<file path="config.mk">
export PLATFORM = sky130hd
export DESIGN_NAME = link_cond_pipe
export DESIGN_NICKNAME = d
export VERILOG_FILES = /design/src/rtl/link_cond_pkg.sv /design/src/rtl/link_stage_reg.sv /design/src/rtl/link_cond_pipe.sv
export SDC_FILE = /design/constraint.sdc
export NUM_CORES = 1
export LEC_CHECK = 0
export ABC_AREA = 1
export CAP_MARGIN = 0
export CORE_UTILIZATION = 50
export DETAILED_ROUTE_END_ITERATION = 8
export PLACE_DENSITY_LB_ADDON = 0.15
export SYNTH_ARGS = -nofsm -noshare
export SYNTH_HDL_FRONTEND = slang
export SYNTH_SLANG_ARGS = --single-unit
</file>
<file path="constraint.sdc">
create_clock -name clk -period 2.1 [get_ports clk]
set_input_delay 0.42 -clock clk [delete_from_list [all_inputs] [get_ports clk]]
set_output_delay 0.42 -clock clk [all_outputs]
set_load 0.005 [all_outputs]
</file>
<file path="src/rtl/link_cond_pkg.sv">
// Shared constants, stage record and match helper for the conditional link-write pipe.
// Used by link_cond_pipe and link_stage_reg.
package link_cond_pkg;

  localparam int unsigned LINK_W          = 32;
  localparam logic [4:0]  LINK_REG_DEF    = 5'd31;
  localparam int unsigned LINK_OFFSET_DEF = 8;

  typedef struct packed {
    logic              valid;
    logic [LINK_W-1:0] value;
  } link_stage_t;

  // Register 0 is hard-wired, so a link aimed at it can never be a forwarding source.
  function automatic logic link_match(input link_stage_t stage,
                                      input logic [4:0]  addr,
                                      input logic [4:0]  link_reg);
    return stage.valid && (addr == link_reg) && (addr != 5'd0);
  endfunction

endpackage

</file>
<file path="src/rtl/link_stage_reg.sv">
// One pipeline stage of the link write: {valid, value} with a bubble input that
// clears the stage instead of loading it.
module link_stage_reg
  import link_cond_pkg::*;
#(
  parameter int unsigned WIDTH = LINK_W
) (
  input  logic             clk,
  input  logic             rst_n,
  input  logic             bubble,
  input  logic             d_valid,
  input  logic [WIDTH-1:0] d_value,
  output logic             q_valid,
  output logic [WIDTH-1:0] q_value
);

  // NOTE: sequential state uses non-blocking assignments so every stage samples
  // its predecessor's pre-edge value; blocking here would collapse E/M/W into one.
  always_ff @(posedge clk or negedge rst_n) begin
    if (!rst_n) begin
      q_valid <= 1'b0;
      // NOTE: the value is reset too, so outputs are deterministic from reset
      // even though they are masked by valid downstream.
      q_value <= '0;
    end else if (bubble) begin
      q_valid <= 1'b0;
      q_value <= '0;
    end else begin
      q_valid <= d_valid;
      q_value <= d_value;
    end
  end

endmodule

</file>
<file path="src/rtl/link_cond_pipe.sv">
// Carries the conditional link write (BLTZAL, optionally BGEZAL) from D to W and
// forwards in-flight link values to D. Optional feature macro: LINK_COND_BGEZAL_EN.
module link_cond_pipe
  import link_cond_pkg::*;
#(
  parameter int unsigned WIDTH       = LINK_W,
  parameter logic [4:0]  LINK_REG    = LINK_REG_DEF,
  parameter int unsigned LINK_OFFSET = LINK_OFFSET_DEF
) (
  input  logic             clk,
  input  logic             reset,
  input  logic             stall,
  input  logic             d_is_bltzal,
`ifdef LINK_COND_BGEZAL_EN
  input  logic             d_is_bgezal,
`endif
  input  logic             d_rs_neg,
  input  logic [WIDTH-1:0] d_pc,
  input  logic [4:0]       q_addr,
  output logic             fwd_hit,
  output logic [WIDTH-1:0] fwd_data,
  output logic             w_grf_we,
  output logic [4:0]       w_grf_addr,
  output logic [WIDTH-1:0] w_grf_wd
);

  logic             d_link;
  logic [WIDTH-1:0] d_link_value;

  logic             e_valid, m_valid, w_valid;
  logic [WIDTH-1:0] e_value, m_value, w_value;

  link_stage_t      e_stage, m_stage, w_stage;
  logic             e_hit, m_hit, w_hit;

`ifdef LINK_COND_BGEZAL_EN
  assign d_link = (d_is_bltzal & d_rs_neg) | (d_is_bgezal & ~d_rs_neg);

  // Decode never issues both link branches at once.
  a_one_link_request: assert property (
    @(posedge clk) disable iff (!reset) !(d_is_bltzal && d_is_bgezal)
  );
`else
  assign d_link = d_is_bltzal & d_rs_neg;
`endif

  assign d_link_value = d_pc + WIDTH'(LINK_OFFSET);

  // A stall bubbles E; the held D instruction re-presents next cycle, so the
  // link is counted once when the stall releases.
  link_stage_reg #(.WIDTH(WIDTH)) u_stage_e (
    .clk     (clk),
    .rst_n   (reset),
    .bubble  (stall),
    .d_valid (d_link),
    .d_value (d_link_value),
    .q_valid (e_valid),
    .q_value (e_value)
  );

  link_stage_reg #(.WIDTH(WIDTH)) u_stage_m (
    .clk     (clk),
    .rst_n   (reset),
    .bubble  (1'b0),
    .d_valid (e_valid),
    .d_value (e_value),
    .q_valid (m_valid),
    .q_value (m_value)
  );

  link_stage_reg #(.WIDTH(WIDTH)) u_stage_w (
    .clk     (clk),
    .rst_n   (reset),
    .bubble  (1'b0),
    .d_valid (m_valid),
    .d_value (m_value),
    .q_valid (w_valid),
    .q_value (w_value)
  );

  assign e_stage = '{valid: e_valid, value: LINK_W'(e_value)};
  assign m_stage = '{valid: m_valid, value: LINK_W'(m_value)};
  assign w_stage = '{valid: w_valid, value: LINK_W'(w_value)};

  assign e_hit = link_match(e_stage, q_addr, LINK_REG);
  assign m_hit = link_match(m_stage, q_addr, LINK_REG);
  assign w_hit = link_match(w_stage, q_addr, LINK_REG);

  // Youngest stage wins: E holds the most recent link.
  always_comb begin
    // NOTE: defaults first so no path leaves fwd_data unassigned (no latch).
    fwd_hit  = e_hit | m_hit | w_hit;
    fwd_data = '0;
    if (e_hit) begin
      fwd_data = e_value;
    end else if (m_hit) begin
      fwd_data = m_value;
    end else if (w_hit) begin
      fwd_data = w_value;
    end
  end

  assign w_grf_we   = w_valid;
  assign w_grf_addr = w_valid ? LINK_REG : 5'd0;
  assign w_grf_wd   = w_valid ? w_value : '0;

endmodule

</file>
==> impl_metrics.sql <==
INSERT INTO impl_metrics (metric_group, metric, value, unit) VALUES
('outcome', 'run_status', 'complete, no violations', ''),
('routing', 'finalWirelength', '11700', 'um'),
('worst_setup_path', 'end_kind', 'output pin', ''),
('worst_setup_path', 'timing.critical_path.required', '1.68', 'ns'),
('worst_setup_path', 'worstRegToRegCells', '1', ''),
('timing', 'final_min_period_over_clock_period', '0.994', ''),
('layout', 'layout.filler_cells', '707', ''),
('logic_synthesis', 'mappedNetlistArea', '4450', 'um^2'),
('timing', 'fin_tns_setup', '0', 'ns'),
('power_and_ir_drop', 'cellLeakagePower', '3.21', 'nW'),
('routing', 'detail_route.vias_per_cell', '5.25', ''),
('global_route', 'grt_overflow_total', '0', ''),
('logic_synthesis', 'syn_area_per_cell', '8.22', 'um^2'),
('worst_setup_path', 'worst-path-max-fanout', '23', ''),
('placed_design', 'placed_cells', '747', ''),
('clock_tree', 'cts_inserted_buffers', '9', ''),
('layout', 'finalNonFillerCells', '773', ''),
('logic_synthesis', 'yosys_warnings', '0', ''),
('timing', 'report.final.hold_viol_count', '0', ''),
('power_and_ir_drop', 'total_power', '3.58', 'mW'),
('hold_path', 'worst_hold_startpoint', 'u_stage_e.q_value[26]$_DFF_PN0_', ''),
('worst_setup_path', 'cp-start-kind', 'register', ''),
('hold_path', 'timing.hold.worst_path_depth', '0', ''),
('clock_tree', 'worst_skew_pair.late_latency', '0.37', 'ns'),
('worst_setup_path', 'worst-r2r-setup-slack', '1.34', 'ns'),
('global_route', 'grt_start_max_net_pins', '60', ''),
('layout', 'finalInstanceArea', '6000', 'um^2'),
('die', 'num_rows', '34', ''),
('placed_design', 'detailedPlace.worstSlack', '-0.556', 'ns'),
('die', 'fp.dieH', '96.3', 'um'),
('layout', 'drive_above_1_share', '0.141', ''),
('worst_setup_path', 'critical-path-slowest-cell', 'sky130_fd_sc_hd__dfrtp_1', ''),
('timing', 'final.setup_skew', '0.0131', 'ns'),
('flow_run', 'max_cap_violations', '0', ''),
('timing', 'layout_min_cycle_time', '2.09', 'ns'),
('layout', 'area_growth_syn_to_fin', '35.0', '%'),
('logic_synthesis', 'most_instantiated_library_cell_after_synthesis', 'sky130_fd_sc_hd__nand2_1', ''),
('worst_setup_path', 'timing.critical_path.cells', 'inv_1 -> buf_12 -> nand2_1 -> a31oi_1 -> clkdlybuf4s15_1', ''),
('worst_setup_path', 'timing.rr.start', 'u_stage_m.q_valid$_DFF_PN0_', ''),
('global_route', 'grt_first_pass_wirelength', '18400', 'um'),
('timing', 'final-setup-viol-count', '0', ''),
('placed_design', 'place.gp.congestion', '0.902', ''),
('global_route', 'grt_antenna_before_repair', '0', ''),
('worst_setup_path', 'timing.rr.end', 'u_stage_w.q_valid$_DFF_PN0_', ''),
('placed_design', 'place.port_buffers', '112', ''),
('global_route', 'grt_pass1_vias', '3816', ''),
('die', 'floorplan.initialDensity', '0.512', ''),
('timing', 'max_freq', '0.479', 'GHz'),
('power_and_ir_drop', 'worst_ir_drop_vdd', '319', 'uV'),
('hold_path', 'min-delay-path-class', 'register to register', ''),
('layout', 'diodes', '0', ''),
('routing', 'remaining_antenna_violation_count', '0', ''),
('routing', 'firstDrtPassIters', '5', ''),
('logic_synthesis', 'ys_async_rst_share', '1.00', ''),
('power_and_ir_drop', 'pwr_per_cell_area', '597', 'nW/um^2'),
('layout', 'layout.area.seq', '2480', 'um^2'),
('layout', 'multi_input_gate_area', '1640', 'um^2'),
('clock_tree', 'worst_setup_hold_path_clk_slew', '0.10', 'ns'),
('routing', 'vias', '4061', ''),
('clock_tree', 'deepest_level_of_the_cts_h_tree', '3', ''),
('clock_tree', 'clock_root_buffer', 'sky130_fd_sc_hd__clkbuf_8', ''),
('worst_setup_path', 'cpPeakStageDelay', '0.44', 'ns'),
('timing', 'tightestPinTransition', '0.478', 'ns'),
('die', 'floorplan.die_area', '9270', 'um^2'),
('logic_synthesis', 'ys_top_cells_by_count', 'sky130_fd_sc_hd__nand2_1, sky130_fd_sc_hd__dfrtp_1, sky130_fd_sc_hd__nor2_1', ''),
('logic_synthesis', 'ys_top_cells_by_area', 'sky130_fd_sc_hd__dfrtp_1, sky130_fd_sc_hd__nand2_1, sky130_fd_sc_hd__nor2_1', ''),
('worst_setup_path', 'path_class', 'register to output pin', ''),
('logic_synthesis', 'synth_seq_area_share', '0.557', ''),
('logic_synthesis', 'synth.distinct_cells', '25', ''),
('logic_synthesis', 'synthesis.nets', '584', ''),
('global_route', 'grt_util_all_layers', '0.268', '');
[cells in the final DEF (no fill, tap or decap), types with 3 or more instances in the layout]
cell / n
sky130_fd_sc_hd__nand2_1: 172
sky130_fd_sc_hd__dfrtp_1: 99
sky130_fd_sc_hd__nor2_1: 63
sky130_fd_sc_hd__inv_1: 56
sky130_fd_sc_hd__clkdlybuf4s50_1: 56
sky130_fd_sc_hd__a31oi_1: 32
sky130_fd_sc_hd__o21ai_0: 30
sky130_fd_sc_hd__buf_2: 24
sky130_fd_sc_hd__dlymetal6s2s_1: 17
sky130_fd_sc_hd__nand3_1: 10
sky130_fd_sc_hd__buf_4: 10
sky130_fd_sc_hd__clkbuf_8: 9
sky130_fd_sc_hd__nand2_2: 7
sky130_fd_sc_hd__nor2_2: 7
sky130_fd_sc_hd__a21oi_1: 7
sky130_fd_sc_hd__nor2_4: 6
sky130_fd_sc_hd__o21ai_1: 6
sky130_fd_sc_hd__dlygate4sd2_1: 6
sky130_fd_sc_hd__buf_12: 6
sky130_fd_sc_hd__buf_6: 5
sky130_fd_sc_hd__clkbuf_2: 4
sky130_fd_sc_hd__clkdlybuf4s15_1: 4
sky130_fd_sc_hd__xnor2_1: 3
sky130_fd_sc_hd__xor2_1: 3
[worst max-delay path by stage]
stage	cells past startpoint	endpoint	startpoint
after CTS	9	fwd_data[3]	q_addr[1]
final	5	fwd_data[8]	u_stage_m.q_valid$_DFF_PN0_
after global routing	5	fwd_data[23]	u_stage_m.q_valid$_DFF_PN0_
after global placement	7	fwd_data[21]	q_addr[2]
after detailed placement	7	fwd_data[3]	q_addr[0]
after floorplan	5	fwd_data[10]	q_addr[2]
[state kept, by name, summed over array words and instances, names as in the netlist]
name,count
u_stage_e.q_valid,1
u_stage_w.q_value,32
u_stage_e.q_value,32
u_stage_m.q_valid,1
u_stage_w.q_valid,1
u_stage_m.q_value,32
[critical path, delay by kind of cell (launching register included)]
family	cells	cell delay [ns]
buffers and inverters	3	0.60
AND/OR/NAND/NOR	1	0.07
AO/OA/AOI/OAI	1	0.19
flip-flops	1	0.44
[metrics by stage]
step / hold slack (ns) / utilization
2_1_floorplan: 0.124 / -
3_3_place_gp: 0.217 / 0.660
3_5_place_dp: 0.218 / 0.660
4_1_cts: 0.367 / 0.686
5_1_grt: 0.371 / 0.691
6_report: 0.370 / 0.691
[cells by family after synthesis]
family	share of synthesized area
AND/OR/NAND/NOR	0.250
flip-flops	0.557
buffers and inverters	0.0802
AO/OA/AOI/OAI	0.0974
XOR/XNOR	0.0118
adder cells (fa/ha/maj)	0.00281
[per-layer routing]
metal,GRT usage,wire (um)
met1,0.352,5010
met2,0.446,5790
met3,0.0513,765
met4,0.0968,172
met5,0,0
[what timing repair did]
action / 4_1_cts / 5_1_grt
hold endpoints to repair: 1 / 0
gates cloned: 3 / 1
hold buffers: 1 / 0
pin swaps: 3 / 2
endpoints found under the setup margin: 33 / 52
setup buffers: 5 / 2
resized for setup: 131 / 34
[cell type report]
type	instances	area share
Timing Repair Buffer	136	0.225
Multi-Input combinational cell	356	0.273
Sequential cell	99	0.413
Tap cell	108	0.0225
Clock inverter	7	0.00980
Inverter	58	0.0363
Clock buffer	9	0.0206
[power breakdown]
group / leakage [nW] / internal, mW / switching (mW) / total [mW]
sequential: 1.28 / 2.00 / 0.0500 / 2.05
combinational: 1.84 / 0.173 / 0.216 / 0.389
clock: 0.0921 / 0.449 / 0.691 / 1.14
No activity file was read; power rests on OpenSTA's default activity.
